`config.mk`:
```
export PLATFORM = sky130hd
export DESIGN_NAME = spi_ram_burst
export DESIGN_NICKNAME = d
export VERILOG_FILES = /design/src/rtl/spi_ram_burst.sv
export SDC_FILE = /design/constraint.sdc
export NUM_CORES = 2
export LEC_CHECK = 0
export ABC_AREA = 1
export BUFFER_PORTS_ARGS = -buffer_cell sky130_fd_sc_hd__buf_2
export CORE_UTILIZATION = 50
export DETAILED_ROUTE_END_ITERATION = 7
export PLACE_DENSITY = 0.65
export SLEW_MARGIN = 15
export SYNTH_ARGS = -nofsm -noshare
export SYNTH_HDL_FRONTEND = slang
export SYNTH_SLANG_ARGS = --single-unit
```
`constraint.sdc`:
```
create_clock -name clk -period 3.5 [get_ports clk]
set_clock_uncertainty 0.1 [all_clocks]
set_input_delay 0.525 -clock clk [delete_from_list [all_inputs] [get_ports clk]]
set_output_delay 0.525 -clock clk [all_outputs]
set_load 0.05 [all_outputs]
```
`src/rtl/spi_ram_burst.sv`:
```
// spi_ram_burst: framed SPI command decoder driving a parametrised single-port RAM with burst addressing
//
// Ports:
//   clk        rising-edge clock
//   rst        synchronous active-high reset (memory contents are kept)
//   rx_valid   din carries a frame this cycle
//   din        {cmd[1:0], payload[DATA_W-1:0]}; cmd 00 WR_ADDR, 01 WR_DATA, 10 RD_ADDR, 11 RD_DATA
//   dout       read data, meaningful while tx_valid=1, otherwise holds
//   tx_valid   one-cycle pulse per accepted RD_DATA
//   proto_err  one-cycle pulse per illegal command (bad address or unarmed data access)
//   parity_err present only when RAM_PARITY_EN is defined; pulses with tx_valid on a stored-parity mismatch
//
// Optional feature macro: RAM_PARITY_EN (each word carries an extra even-parity bit)
module spi_ram_burst #(
  parameter int DATA_W    = 8,
  parameter int ADDR_SIZE = 8,
  parameter int MEM_DEPTH = 256,
  parameter int AUTO_INC  = 1
) (
  input  logic              clk,
  input  logic              rst,
  input  logic              rx_valid,
  input  logic [DATA_W+1:0] din,
  output logic [DATA_W-1:0] dout,
  output logic              tx_valid,
  output logic              proto_err
`ifdef RAM_PARITY_EN
  ,
  output logic              parity_err
`endif
);
`ifdef RAM_PARITY_EN
  localparam int MW = DATA_W + 1;
`else
  localparam int MW = DATA_W;
`endif
  logic [MW-1:0] mem [MEM_DEPTH];
  logic [ADDR_SIZE-1:0] wr_addr_q, wr_addr_d, rd_addr_q, rd_addr_d, addr;
  logic wr_armed_q, wr_armed_d, rd_armed_q, rd_armed_d;
  logic [DATA_W-1:0] dout_q, dout_d, pay;
  logic tx_valid_q, tx_valid_d, proto_err_q, proto_err_d, we, addr_ok;
  logic [1:0] cmd;
  logic [MW-1:0] wr_word, rd_word;
`ifdef RAM_PARITY_EN
  logic parity_err_q, parity_err_d;
`endif
  // Wrap at MEM_DEPTH-1 rather than at the address width so non-power-of-2 depths stay in range
  function automatic logic [ADDR_SIZE-1:0] nxt(input logic [ADDR_SIZE-1:0] a);
    return (AUTO_INC == 0) ? a : (32'(a) == 32'(MEM_DEPTH - 1)) ? '0 : a + 1'b1;
  endfunction
  assign cmd     = din[DATA_W+1:DATA_W];
  assign pay     = din[DATA_W-1:0];
  assign addr    = pay[ADDR_SIZE-1:0];
  assign addr_ok = 32'(addr) < 32'(MEM_DEPTH);
  assign rd_word = mem[rd_addr_q];
`ifdef RAM_PARITY_EN
  assign wr_word = {^pay, pay};
`else
  assign wr_word = pay;
`endif
  always_comb begin
    wr_addr_d   = wr_addr_q;
    rd_addr_d   = rd_addr_q;
    wr_armed_d  = wr_armed_q;
    rd_armed_d  = rd_armed_q;
    dout_d      = dout_q;
    tx_valid_d  = 1'b0;
    proto_err_d = 1'b0;
    we          = 1'b0;
`ifdef RAM_PARITY_EN
    parity_err_d = 1'b0;
`endif
    if (rx_valid) begin
      case (cmd)
        2'b00: begin
          wr_addr_d   = addr_ok ? addr : wr_addr_q;
          wr_armed_d  = addr_ok;
          proto_err_d = !addr_ok;
        end
        2'b01: begin
          we          = wr_armed_q;
          wr_addr_d   = wr_armed_q ? nxt(wr_addr_q) : wr_addr_q;
          proto_err_d = !wr_armed_q;
        end
        2'b10: begin
          rd_addr_d   = addr_ok ? addr : rd_addr_q;
          rd_armed_d  = addr_ok;
          proto_err_d = !addr_ok;
        end
        default: begin
          tx_valid_d  = rd_armed_q;
          dout_d      = rd_armed_q ? rd_word[DATA_W-1:0] : dout_q;
          rd_addr_d   = rd_armed_q ? nxt(rd_addr_q) : rd_addr_q;
          proto_err_d = !rd_armed_q;
`ifdef RAM_PARITY_EN
          // Even parity over {parity, data} must be zero for a clean word
          parity_err_d = rd_armed_q && (^rd_word);
`endif
        end
      endcase
    end
  end
  always_ff @(posedge clk) begin
    if (rst) begin
      wr_addr_q   <= '0;
      rd_addr_q   <= '0;
      wr_armed_q  <= 1'b0;
      rd_armed_q  <= 1'b0;
      dout_q      <= '0;
      tx_valid_q  <= 1'b0;
      proto_err_q <= 1'b0;
`ifdef RAM_PARITY_EN
      parity_err_q <= 1'b0;
`endif
    end else begin
      wr_addr_q   <= wr_addr_d;
      rd_addr_q   <= rd_addr_d;
      wr_armed_q  <= wr_armed_d;
      rd_armed_q  <= rd_armed_d;
      dout_q      <= dout_d;
      tx_valid_q  <= tx_valid_d;
      proto_err_q <= proto_err_d;
`ifdef RAM_PARITY_EN
      parity_err_q <= parity_err_d;
`endif
    end
  end
  // Storage is deliberately outside the reset domain so contents survive rst
  always_ff @(posedge clk) if (we && !rst) mem[wr_addr_q] <= wr_word;
  assign dout      = dout_q;
  assign tx_valid  = tx_valid_q;
  assign proto_err = proto_err_q;
`ifdef RAM_PARITY_EN
  assign parity_err = parity_err_q;
`endif
endmodule

```
==> results.md <==
- Post-DP HPWL: 140100 µm
- I/O pins: 23
- Global Route Usage Sum: 26.54%
- RePlAce Congestion: 0.9143
- CP required: 4140 ps
- WL final: 237600 µm
- DR iter-0 viols: 6874
- Failing checks: DRC, hold timing
- Gr ovfl total: 0
- Total Power: 51.84 mW
- CTS tree: yes
- Drt via density: 5.626
- CTS Buf Count: 209
- Pre-CTS worst setup slack: 231.4 ps
- Layout Cells excl Fill: 10.49k
- YS warnings: 0
- Number of flops mapped to enable cells by yosys: 2048
- Clk_lat worst skew: 860 ps
- Synthesized cell area: 0.08789 mm²
- IO Port Bufs: 22
- Tmin final: 3369 ps
- XOR/XNOR share of the synthesized area: 0.01993%
- Final core occ: 56.63%
- Maximum clock frequency: 0.2968 GHz
- RSZ-0062 raised after global routing: yes
- Sink Count: 2076
- Row count: 153
- Die area: 0.1775 mm²
- Combinational share of power: 6.5%
- Crit path launch type: flip-flop
- FF+latch count, synth: 2076
- Syn-to-layout area delta: 12.24%
- CP endpoint kind: flip-flop
- DR pass1 iterations: 8
- Worst slew margin: 32.09%
- Largest family of logic cells by synthesized area: simple AND/OR/NAND/NOR gates
- Design Area, Final: 0.09865 mm²
- Share of layout cells above drive strength 1: 8.638%
- Simple logic cell fraction of the synthesized area: 19.18%
- Final Hold Vio Count: 1
- Via count: 59.01k
- Cell Pwr Density: 525.5 mW/mm²
- Drt drc: 1
- Hold crit path type: input pin to flip-flop
- Worst-case clock buffer depth: 3
- Ys async rst share: 0%
- Worst R2R Setup Slack: 130 ps
- CP max FO: 86
- Die H: 421.3 µm
- Max-cap violation count: 0
- P_sw: 11.96 mW
- Largest net degree at the start of global routing: 133
- Setup TNS: 0 ps
- Dominant register cell in the synthesized netlist: edfxtp_1
- H-Tree Depth: 4
- Die X: 421.3 µm
- Area after DPL: 0.09217 mm²
- DRT antenna net count: 0
- Switching Share: 23.07%
- Worst Tran Pin Value: 1019 ps
- Setup-failing EPs final: 0
- Root buf cell: clkbuf_16
- Core Region: 0.1742 mm²
- Avg Cell Area, Syn: 11.16 µm²
- Post-Syn Instances: 7874
- Post-Synth Adder-Cell Area: 0.1424%
- Initial Util: 50.45%
- Initial antenna violation count: 9
- Final period util: 96.27%
- Flop pwr share: 52.7%
- CTS clk-pin slew, worst paths: 60 ps
- Vias in the first global route: 56.17k
- Peak VDD IR: 523.6 µV
- Outcome: finished, violations left
- Distinct cells, synth: 32
- Pint: 39.88 mW
- Hold slack: -0.7067 ps
- Dpl cells: 10.10k
- Arrival time worst endpoint: 4010 ps
- Routed WL per cell: 22.65 µm
- Slew Viols, Final: 0
- Critical path class: flip-flop to flip-flop
- Compound-Gate Fraction of Synth Area: 3.841%
- First-pass GRT wire length: 357500 µm
- Mux share of post-synthesis cell area: 0%
- Syn_nets: 7897
- Clock share of power: 40.8%
- Final setup margin: 130.6 ps
- Nets: 8009
- Leak: 36.51 nW
- Sequential share of the synthesized area: 70.61%
## synth_stat cells (3+ instances only)
cell | instances | area share (%)
buf_4 | 25 | 0.21
nor3_1 | 4 | 0.023
a21oi_1 | 15 | 0.085
a211oi_1 | 4 | 0.034
clkbuf_1 | 203 | 0.87
ha_1 | 10 | 0.14
clkinv_1 | 7 | 0.030
inv_2 | 3 | 0.013
o21a_1 | 8 | 0.068
dfxtp_1 | 28 | 0.64
inv_1 | 771 | 3.3
o211ai_1 | 170 | 1.5
buf_6 | 48 | 0.61
nand3_1 | 1359 | 7.7
nor2_1 | 986 | 4.2
or2_2 | 8 | 0.057
o21ai_0 | 362 | 2.1
edfxtp_1 | 2048 | 70
nand2_1 | 1452 | 6.2
buf_1 | 38 | 0.16
buf_2 | 172 | 0.98
a221oi_1 | 11 | 0.11
or2_1 | 128 | 0.91
## cell families (layout without fill, tap and decap cells)
kind of cell / after synthesis / in the layout
and+or+nand+nor: 3941 / 3941
adders and majority gates: 10 / 10
DFF: 2076 / 2076
AOI/OAI and AO/OA: 574 / 574
other: 0 / 2
buffers and inverters: 1271 / 1559
xor gates and xnor gates: 2 / 2
## worst max-delay path, stage by stage (launching register included)
cell	delay [ps]
dfxtp_4	450
inv_8	360
buf_12	300
buf_12	330
nand2_1	90
nand3_1	90
nand3_1	90
nand3_1	140
nand3_1	180
nand3_1	260
nand3_1	180
nand3_1	270
nand3_1	120
nand2_1	100
inv_1	40
## path summary, 6_finish.rpt
check	depth (start not counted)	end	startpoint
setup / recovery	14	dout[4]$_SDFFE_PP0P_	rd_addr_q[0]$_SDFFE_PP0P_
hold / removal	1	mem[114][1]$_DFFE_PP_	din[1]
setup reg to reg	14	dout[4]$_SDFFE_PP0P_	rd_addr_q[0]$_SDFFE_PP0P_
hold reg to reg	2	wr_addr_q[6]$_SDFFE_PP0P_	wr_addr_q[6]$_SDFFE_PP0P_
## what timing repair did
item | in CTS | in global routing
setup buffers | 0 | 0
hold buffers | 4 | 0
setup endpoints to repair | 0 | 1
hold endpoints to repair | 54 | 0
gates resized for setup | 0 | 0
## layout make-up
cell class | count | area [µm²]
Clock buffer | 275 | 5629
Inverter | 781 | 2957
Fill cell | 14290 | 75550
Clock inverter | 112 | 810.8
Sequential cell | 2076 | 62080
Multi-Input combinational cell | 4527 | 20390
Antenna cell | 2 | 5.005
Timing Repair Buffer | 391 | 3871
Tap cell | 2325 | 2909
## registers in the layout (all words and copies together), names as in the netlist
signal,cells
rd_armed_q,1
mem,2048
wr_addr_q,8
rd_addr_q,8
tx_valid,1
wr_armed_q,1
dout,8
proto_err,1
## per-layer routing
| metal | global-route usage [%] | part of all wire (%) |
|---|---|---|
| met1 | 37.88 | 42 |
| met2 | 41.30 | 46 |
| met3 | 4.387 | 8.9 |
| met4 | 9.273 | 3.4 |
| met5 | 0 | 0.017 |
## power groups by stage
stage	Clock (mW)	Sequential [mW]	Combinational [mW]
final	21.1	27.3	3.37
after global routing	22.3	27.3	3.63
after CTS	21.4	27.3	3.33
after detailed placement	0	27.9	3.31
after global placement	0	27.9	3.28
after floorplan	0	27.9	1.86
## cell usage in the layout, fill, tap and decap left out, drive strengths merged
cell / n
dfxtp: 28
o211ai: 170
nor4: 2
o21ai: 363
inv: 786
buf: 387
xor2: 2
nand2: 1452
diode: 2
nor3: 6
nor2: 986
a31oi: 2
a221oi: 11
or2: 136
clkbuf: 275
ha: 10
clkinv: 102
bufinv: 5
dlygate4sd3: 4
edfxtp: 2048
a211oi: 4
a21oi: 15
o221ai: 1
nand3: 1359
o21a: 8
No activity file was read; power rests on OpenSTA's default activity.
